File: config.mk
export PLATFORM = sky130hd
export DESIGN_NAME = pc_npc_unit
export DESIGN_NICKNAME = d
export VERILOG_FILES = /design/src/rtl/pc_npc_unit.sv
export SDC_FILE = /design/constraint.sdc
export NUM_CORES = 1
export LEC_CHECK = 0
export ABC_AREA = 1
export BUFFER_PORTS_ARGS = -buffer_cell sky130_fd_sc_hd__buf_2
export CAP_MARGIN = 20
export CORE_MARGIN = 8
export CORE_UTILIZATION = 40
export DETAILED_ROUTE_END_ITERATION = 7
export PLACE_DENSITY = 0.61
export SETUP_SLACK_MARGIN = 0.05
export SKIP_CTS_REPAIR_TIMING = 1
export SYNTH_ARGS = -nofsm -noshare
export SYNTH_HDL_FRONTEND = slang
export SYNTH_SLANG_ARGS = --single-unit
File: constraint.sdc
create_clock -name clk -period 3.85 [get_ports clk]
set_clock_uncertainty 0.2 [all_clocks]
set_input_delay 0.1925 -clock clk [delete_from_list [all_inputs] [get_ports clk]]
set_output_delay 0.1925 -clock clk [all_outputs]
set_load 0.01 [all_outputs]
File: src/rtl/pc_npc_unit.sv
// Program counter and next-PC selection with run/halt tracking and a retired-instruction counter.
// Optional feature: define NPC_ALIGN_CHECK_EN to fault and halt on a misaligned JR/JALR target.
module pc_npc_unit #(
    parameter logic [31:0] RESET_PC    = 32'h0000_3000,
    parameter bit          HALT_ON_NOP = 1'b1
) (
    input  logic        clk,
    input  logic        rst,
    input  logic [3:0]  NPCOp,
    input  logic [15:0] IMM16,
    input  logic [25:0] IMM26,
    input  logic [31:0] RD1,
    input  logic [31:0] RD2,
    input  logic        stall,
    output logic [31:0] PC,
    output logic [31:0] PCPLUS4,
    output logic        br_taken,
    output logic        halted,
    output logic [31:0] instret,
    output logic        fault
);

    // NPCOp encodings shared with ctrl_unit
    localparam logic [3:0] NPC_PLUS4       = 4'd0;
    localparam logic [3:0] NPC_BRANCH_BEQ  = 4'd1;
    localparam logic [3:0] NPC_BRANCH_BNE  = 4'd2;
    localparam logic [3:0] NPC_BRANCH_BGTZ = 4'd3;
    localparam logic [3:0] NPC_BRANCH_BLEZ = 4'd4;
    localparam logic [3:0] NPC_BRANCH_BLTZ = 4'd5;
    localparam logic [3:0] NPC_BRANCH_BGEZ = 4'd6;
    localparam logic [3:0] NPC_JUMP        = 4'd7;
    localparam logic [3:0] NPC_JUMPR       = 4'd8;
    localparam logic [3:0] NPC_NOP         = 4'd15;

    typedef enum logic {S_RUN = 1'b0, S_HALT = 1'b1} state_t;

    state_t      r_state, w_state_nxt;
    logic [31:0] r_pc, r_instret;
    logic [31:0] w_pc4, w_br_tgt, w_npc;
    logic        w_redirect, w_is_nop, w_misalign, w_advance, w_run_go;

    assign w_pc4    = r_pc + 32'd4;
    assign w_br_tgt = w_pc4 + {{14{IMM16[15]}}, IMM16, 2'b00};
    assign w_is_nop = HALT_ON_NOP && (NPCOp == NPC_NOP);
    assign w_run_go = (r_state == S_RUN) && !stall;

`ifdef NPC_ALIGN_CHECK_EN
    assign w_misalign = (NPCOp == NPC_JUMPR) && (RD1[1:0] != 2'b00);
`else
    assign w_misalign = 1'b0;
`endif

    always_comb begin
        w_redirect = 1'b0;
        w_npc      = w_pc4;
        unique case (NPCOp)
            NPC_BRANCH_BEQ:  w_redirect = (RD1 == RD2);
            NPC_BRANCH_BNE:  w_redirect = (RD1 != RD2);
            NPC_BRANCH_BGTZ: w_redirect = !RD1[31] && (RD1 != 32'd0);
            NPC_BRANCH_BLEZ: w_redirect = RD1[31] || (RD1 == 32'd0);
            NPC_BRANCH_BLTZ: w_redirect = RD1[31];
            NPC_BRANCH_BGEZ: w_redirect = !RD1[31];
            NPC_JUMP: begin
                w_redirect = 1'b1;
                w_npc      = {w_pc4[31:28], IMM26, 2'b00};
            end
            NPC_JUMPR: begin
                w_redirect = 1'b1;
                w_npc      = {RD1[31:2], 2'b00};
            end
            default: ;
        endcase
        if (w_redirect && (NPCOp != NPC_JUMP) && (NPCOp != NPC_JUMPR))
            w_npc = w_br_tgt;
    end

    // FSM: state register
    always_ff @(posedge clk or posedge rst) begin
        if (rst) r_state <= S_RUN;
        else     r_state <= w_state_nxt;
    end

    // FSM: next state (HALT is sticky until reset)
    always_comb begin
        w_state_nxt = r_state;
        if (w_run_go && (w_is_nop || w_misalign))
            w_state_nxt = S_HALT;
    end

    // FSM: outputs
    always_comb begin
        halted    = (r_state == S_HALT);
        br_taken  = (r_state == S_RUN) && w_redirect;
        w_advance = w_run_go && !w_is_nop && !w_misalign;
    end

    always_ff @(posedge clk or posedge rst) begin
        if (rst) begin
            r_pc      <= RESET_PC;
            r_instret <= 32'd0;
        end else if (w_advance) begin
            r_pc      <= w_npc;
            r_instret <= r_instret + 32'd1;
        end
    end

`ifdef NPC_ALIGN_CHECK_EN
    logic r_fault;
    always_ff @(posedge clk or posedge rst) begin
        if (rst)                        r_fault <= 1'b0;
        else if (w_run_go && w_misalign) r_fault <= 1'b1;
    end
    assign fault = r_fault;
`else
    assign fault = 1'b0;
`endif

    assign PC      = r_pc;
    assign PCPLUS4 = w_pc4;
    assign instret = r_instret;

endmodule
**After elaboration in Yosys (flattened, before gate mapping)**

Cells that the tools add are included.

- $add $sub $neg: 3
- Multiply operators: 0
- Div/mod/pow operators: 0
- $lt $le $gt $ge: 0
- Equality and inequality tests: 13
- Shift-type cells: 0
- Multiplexer cells: 3
- Bitwise logic cells: 1
- Reduce and logical (&&, ||, !) cells: 14

Operator list:

| kind | count |
|---|---|
| $pmux W32 S2 | 1 |
| $add A32 B1 Y32 const B | 1 |
| $add A32 B3 Y32 const B | 1 |
| $add A32 B32 Y32 | 1 |
| $eq A32 B32 Y1 | 1 |
| $logic_not A32 Y1 | 1 |
| $mux W32 | 1 |
| $ne A32 B32 Y1 | 1 |
| $reduce_bool A32 Y1 | 1 |
| $eq A4 B3 Y1 const B | 4 |
| $eq A4 B2 Y1 const B | 2 |
| $eq A4 B4 Y1 const B | 2 |
| $logic_and A1 B1 Y1 | 7 |
| $pmux W1 S7 | 1 |
| $eq A4 B1 Y1 const B | 1 |
| $ne A4 B3 Y1 const B | 1 |
| $ne A4 B4 Y1 const B | 1 |
| $logic_not A1 Y1 | 3 |
| $reduce_or A2 Y1 | 1 |
| $logic_or A1 B1 Y1 | 1 |
| $not A1 Y1 | 1 |

- Register bits after elaboration: 65
- Latch bits: 0
- RAM bits: 0
- Bits in read-only memories: 0
- Input port bits: 113
- Output and inout bits: 99
- Word-level logic and storage cells: 37
- Memories kept: 0

**Logic depth before layout (Yosys ltp)**

Gate-level depths: netlist of the first run.

- Depth after elaboration: 6
- Gate-level depth with buffers: 26

**Worst setup path after synthesis of the first run**

Ideal clock, no wire load.

- Path type: register to register
- Start: register r_pc[2] (netlist: PC[2])
- End: register r_pc[26] (netlist: PC[26])
- Library setup time: 0.117 ns
- Arrival: 3.114 ns
- Data required time: 3.533 ns
- Slack: 0.419 ns
- Stages on the path, launching flop included: 26
- Path buffers: 0
- Clock period less this slack: 3.431 ns
- Cell sequence: dfrtp_1 > ha_1 > nand3_1 > inv_1 > nand2_2 > nor2_4 > nand3_4 > nor2_4 > inv_1 > nand2_1 > inv_1 > nor2_1 > inv_1 > ha_1 > nand2_1 > nor2_1 > inv_1 > nor3_1 > nand3_1 > or2_2 > nand3_1 > nand2_1 > nand2_1 > nand3_1 > nand3_1 > nand2_1

- Cells in the longest elaborated chain, start to end: 3

RTL lines:

| item | line | source |
|---|---|---|
| start: declaration | 38 | `logic [31:0] r_pc, r_instret;` |
| start signal: assignment | 102 | `r_pc <= w_npc;` |
| $add A32 B3 Y32 | 42 | `assign w_pc4 = r_pc + 32'd4;` |
| via PCPLUS4[22] | 16 | `output logic [31:0] PCPLUS4,` |
| $add A32 B32 Y32 | 43 | `assign w_br_tgt = w_pc4 + {{14{IMM16[15]}}, IMM16, 2'b00};` |
| $mux W32 | 73 | `if (w_redirect && (NPCOp != NPC_JUMP) && (NPCOp != NPC_JUMPR))` |

The timed path passes the listed nets, and every way through them passes these cells.
A chain may end at the register's enable or synchronous reset.

**Worst setup path after layout of the first run**

- Start: register r_pc[2] (netlist: PC[2])
- End: register r_pc[19] (netlist: PC[19])

- Cells in the longest elaborated chain, start to end: 3

RTL lines:

| item | line |
|---|---|
| $add A32 B3 Y32 * | 42 |
| $add A32 B32 Y32 / $pmux W32 S2 (equally long branches) | 43, 56 |
| $mux W32 * | 73 |

Mark *: on every way between the ends. The rest lies on a longest branch, timed or not.

==> results of run 1 <==
path summary, 6_finish.rpt:
path	to	start	slack, ns	cells after the start
worst max-delay path	PC[19]$_DFFE_PP0P_	PC[2]$_DFFE_PP0P_	0.27	17
worst min-delay path	halted$_DFFE_PP0P_	NPCOp[2]	0.005	3
worst max register to register	PC[19]$_DFFE_PP0P_	PC[2]$_DFFE_PP0P_	0.27	17
worst min register to register	instret[31]$_DFFE_PP0P_	instret[31]$_DFFE_PP0P_	0.28	1
max in group asynchronous	PC[12]$_DFFE_PP1P_	rst	2.15	4
min in group asynchronous	instret[18]$_DFFE_PP0P_	rst	0.38	3
layer usage:
layer / routed length [um] / GRT usage / vias up
li1: - / - / 4074
met1: 12300 / 0.331 / 3696
met2: 13100 / 0.411 / 341
met3: 2270 / 0.0490 / 45
met4: 792 / 0.0752 / 2
met5: 13 / 0 / -
stage by stage:
stage	util	total power, mW	hold WS [ns]
6_report	0.501	5.58	0.00456
5_1_grt	0.501	6.03	0.0150
4_1_cts	0.497	5.55	-0.153
3_5_place_dp	0.479	4.64	0.203
3_3_place_gp	0.479	4.63	0.190
2_1_floorplan	-	3.29	0.0901
logic make-up after synthesis:
group / Yosys count / synth area share
simple gates: 693 / 0.422
buf+inv: 157 / 0.0924
compound gates: 98 / 0.0810
xor+xnor: 91 / 0.115
flops: 63 / 0.221
fa+ha+maj: 38 / 0.0677
other cells: 1 / 0.000525
Yosys cell counts (2+ instances only):
| cell type | number | area, sq um |
|---|---|---|
| o211ai_1 | 9 | 67.6 |
| inv_2 | 5 | 18.8 |
| clkbuf_8 | 3 | 41.3 |
| nand3_1 | 97 | 485 |
| clkbuf_1 | 8 | 30.0 |
| nand3_4 | 2 | 35.0 |
| o21ai_1 | 3 | 15.0 |
| o21a_1 | 3 | 22.5 |
| buf_4 | 6 | 45.0 |
| nand4_1 | 14 | 87.6 |
| buf_2 | 8 | 40.0 |
| nor2_1 | 101 | 379 |
| a22oi_1 | 2 | 15.0 |
| nand3_2 | 2 | 20.0 |
| inv_1 | 124 | 465 |
| dfrtp_1 | 61 | 1530 |
| ha_1 | 37 | 463 |
| nand3b_1 | 10 | 75.1 |
| xnor2_2 | 2 | 32.5 |
| clkinv_1 | 2 | 7.51 |
| nand2_2 | 12 | 75.1 |
| nor2_4 | 5 | 56.3 |
| nor3_4 | 2 | 32.5 |
| nor4_1 | 4 | 25.0 |
| a21boi_0 | 3 | 22.5 |
| dfstp_2 | 2 | 52.6 |
| a21oi_1 | 39 | 195 |
| o21bai_1 | 6 | 45.0 |
| xnor2_1 | 44 | 385 |
| nor3_2 | 4 | 40.0 |
| nand2_1 | 411 | 1540 |
| a221oi_1 | 4 | 35.0 |
| nor3_1 | 16 | 80.1 |
| a21o_1 | 3 | 22.5 |
| xor2_1 | 44 | 385 |
| nor2_2 | 8 | 50.1 |
| o21ai_0 | 24 | 120 |
| or2_2 | 2 | 12.5 |
power groups by stage:
stage                     registers, mW  logic, mW  clock network [mW]
after floorplan                    1.16       2.12                   0
after global placement             1.08       3.55                   0
after detailed placement           1.09       3.55                   0
after CTS                          1.08       3.57               0.900
after global routing               1.12       3.98               0.926
final                              1.09       3.61               0.885
critical path, cell delays in order, from the launching register on:
cell and delay [ns]:
dfrtp_1 0.35, ha_1 0.19, nand3_1 0.13, inv_2 0.12, nand2_2 0.09, nor2_4 0.19
buf_4 0.15, xor2_1 0.34, ha_1 0.36, a21oi_1 0.22, o21ai_0 0.17, a21oi_1 0.31
nand3_1 0.18, xor2_1 0.17, nand3_1 0.08, nand2_1 0.09, nand2_1 0.07, nand2_1 0.05
layout make-up:
type / count / share of cell area
Timing Repair Buffer: 235 / 0.141
Tap cell: 229 / 0.0323
Clock buffer: 11 / 0.0273
Multi-Input combinational cell: 925 / 0.557
Sequential cell: 63 / 0.178
Inverter: 131 / 0.0554
Clock inverter: 5 / 0.00916
flip-flops by register name, summed over array words and instances (netlist names):
name,count
instret,32
halted,1
PC,30
==> impl_metrics.ini, run 1 <==
[status]
status = complete, no violations

[power]
seq_power_share = 0.195
power_density_nw_per_um2 = 628
p_clk_frac = 0.159
ir_drop_mv = 0.340
leakagePower_nw = 4.87
combPwrFrac = 0.647
power.switching_mw = 2.80
p_sw_frac = 0.503
internal_power_mw = 2.77

[timing]
post-route-min-period_ns = 3.58
setup_viol = 0
slew_violations = 0
maxSlewHeadroom = 0.423
finalSetupTns_ns = 0
worst_slack_ns = 0.271
hold_viol_final = 0
rsz0062_at_grt = no
max_freq_mhz = 279
period_share = 0.930
tightest_slew_ns = 0.861

[floorplan]
ioPinCount = 212
rows = 49
die_w_um = 150
start_util = 0.403
die_h_um = 150
fp.coreArea_sq_um = 17700
dieArea_sq_um = 22400

[cells_and_area]
final_common_cell = nand2_1
final_layout_size_suffix_gt1_frac = 0.220
final_nets = 1516
seq_area_sq_um = 1580
layout_common_cells = nand2_1, buf_2, inv_1
diodes = 0
final_cell_area_sq_um = 8880
area_growth_syn_to_layout_pct = 24.3
final_cell_count_no_fill = 1599
multiInputGateArea_sq_um = 4940
nFillCells = 1888

[global_routing]
grt_pass1_vias = 7890
antenna_found_initial = 1
grt.total_usage = 0.253
grt_overflow = 0
grt_pass1_wl_um = 44000
grt_max_degree = 38

[place]
dp_cells = 1579
pre_cts_ws_ns = 0.0908
dpl-instance-area_sq_um = 8490
io_buffers = 206
gp_congestion = 0.991
dp_hpwl_um = 23700

[clock_network]
path_clk_slew_ns = 0.06
cts_buffers = 9
clk_path_buf_depth = 2
root_buffer = clkbuf_16
cts_tree = yes
clk_latency_ns = 0.33
htree_levels = 3
clock_sinks = 63

[setup_path]
worst-setup-path-type = reg2reg
cp-end-kind = flip-flop
required_ns = 3.86
worst_setup_path_start_kind = flip-flop
cp.arrival_ns = 3.59
crit_fanout = 4

[synthesis]
yosys_register_bits = 63
synth_flop_cell = dfrtp_1
synth_seq_area_share = 0.221
yosysWarnings = 0
synth_edf_count = 0
async_flop_share = 1.00
synth.distinct_cells = 47
syn_avg_cell_area_sq_um = 6.26
syn_inst = 1141
synth_area_sq_um = 7140

[route]
drc = 0
finalWirelength_um = 28500
vias_per_cell = 5.10
wl_per_cell_um = 17.8
via_count = 8158
drt_iter0_drc = 632
ant_nets = 0
drt_first_pass_iters = 5

[job]
maxCapViolCount = 0

[worst_hold_path]
hold_path.class = in2reg
Power figures use the tool's default switching activity.
==> inputs of run 2 (changes only) <==
Clock period 3.85 ns to 4.17 ns, I/O delays scaled along.
==> impl_metrics.ini, run 2 (synthesized netlist as in run 1, its figures left out) <==
[clock_network]
root_buffer = clkbuf_16
clk_path_buf_depth = 2
clk_latency_ns = 0.33
htree_levels = 3
path_clk_slew_ns = 0.06
cts_tree = yes
clock_sinks = 63
cts_buffers = 9

[route]
drc = 0
wl_per_cell_um = 18.2
via_count = 8219
vias_per_cell = 5.18
ant_nets = 0
finalWirelength_um = 28900
drt_iter0_drc = 647
drt_first_pass_iters = 5

[place]
pre_cts_ws_ns = 0.346
dp_hpwl_um = 23900
dp_cells = 1568
gp_congestion = 0.975
io_buffers = 206

[floorplan]
rows = 49
fp.coreArea_sq_um = 17700
start_util = 0.403
dieArea_sq_um = 22400
ioPinCount = 212
die_w_um = 150
die_h_um = 150

[cells_and_area]
final_nets = 1503
layout_common_cells = nand2_1, buf_2, inv_1
final_layout_size_suffix_gt1_frac = 0.209
final_common_cell = nand2_1
final_cell_count_no_fill = 1587
largest_reg_flops = 32
nFillCells = 1896
area_growth_syn_to_layout_pct = 22.7

[job]
maxCapViolCount = 0

[worst_hold_path]
min_from = NPCOp[2]
hold_path.class = in2reg

[global_routing]
grt_pass1_wl_um = 43700
grt_pass1_vias = 7946
antenna_found_initial = 2
grt_overflow = 0
grt.total_usage = 0.253
grt_max_degree = 51

[setup_path]
crit_fanout = 5
cp-end-kind = flip-flop
worst-path-buf-inv = 5
slowest_delay_ns = 0.39
required_ns = 4.19
path_delay_family = simple AND/OR/NAND/NOR gates
critPathSlowestCell = dfrtp_1
worst_setup_path_start_kind = flip-flop
startpoint = PC[3]$_DFFE_PP0P_
worst-setup-path-type = reg2reg
r2r_start = PC[3]$_DFFE_PP0P_
cp.arrival_ns = 3.78

[timing]
maxSlewHeadroom = 0.360
period_share = 0.903
slew_violations = 0
whs_ns = 0.00677
worst_slack_ns = 0.406
finalSetupTns_ns = 0
max_freq_mhz = 266
setup_viol = 0
hold_viol_final = 0
post-route-min-period_ns = 3.76
rsz0062_at_grt = no
tightest_slew_ns = 0.954

[power]
power_density_nw_per_um2 = 581
ir_drop_mv = 0.242
leakagePower_nw = 4.81

[status]
status = complete, no violations
-- run 2: per-layer routing --
layer  global-route usage  routed length [um]  vias to the layer above
met2                0.412               13300                      397
met1                0.314               12100                     3708
met5                    0                  25                        -
met4               0.0863                 896                        4
met3               0.0692                2600                       59
li1                     -                   -                     4051
-- run 2: layout make-up --
class / instances / area [sq um] / share of cell area
Antenna cell: 1 / 2.50 / 0.000286
Tap cell: 229 / 287 / 0.0327
Clock buffer: 11 / 243 / 0.0277
Multi-Input combinational cell: 925 / 4920 / 0.562
Clock inverter: 5 / 81.3 / 0.00928
Sequential cell: 63 / 1580 / 0.180
Timing Repair Buffer: 222 / 1160 / 0.132
Inverter: 131 / 492 / 0.0561
-- run 2: worst paths after layout --
path / depth (start not counted) / to / slack, ns
worst max-delay path: 25 / PC[26]$_DFFE_PP0P_ / 0.41
worst min-delay path: 3 / halted$_DFFE_PP0P_ / 0.007
worst max register to register: 25 / PC[26]$_DFFE_PP0P_ / 0.41
worst min register to register: 1 / instret[31]$_DFFE_PP0P_ / 0.26
max in group asynchronous: 4 / PC[27]$_DFFE_PP0P_ / 2.53
min in group asynchronous: 3 / instret[8]$_DFFE_PP0P_ / 0.29
-- run 2: power by group --
| group | internal, mW | total (mW) | switching, mW |
|---|---|---|---|
| Combinational | 1.16 | 3.20 | 2.03 |
| Sequential | 0.780 | 1.07 | 0.286 |
| Clock | 0.540 | 0.824 | 0.285 |
| Total | 2.48 | 5.09 | 2.60 |
-- run 2: stage by stage --
step | cell area [sq um] | util | total power [mW]
2_1_floorplan | 7150 | - | 3.03
3_3_place_gp | 8410 | 0.475 | 4.25
3_5_place_dp | 8410 | 0.475 | 4.23
4_1_cts | 8730 | 0.493 | 5.09
5_1_grt | 8760 | 0.494 | 5.48
6_report | 8760 | 0.494 | 5.09
-- run 2: worst reg2reg max path, cell delays in order, from the launching register on --
cell	delay (ns)
dfrtp_1	0.39
ha_1	0.20
nand3_1	0.12
inv_1	0.16
nand2_2	0.12
nor2_4	0.18
nand3_4	0.13
nor2_4	0.12
inv_1	0.06
nand2_1	0.05
inv_1	0.04
nor2_1	0.14
inv_1	0.11
ha_1	0.36
nand2_1	0.10
nor2_1	0.15
inv_1	0.08
nor3_2	0.18
nand3_1	0.09
or2_2	0.30
nand3_1	0.09
nand2_1	0.05
nand2_1	0.06
nand3_1	0.06
nand3_1	0.10
nand2_1	0.06
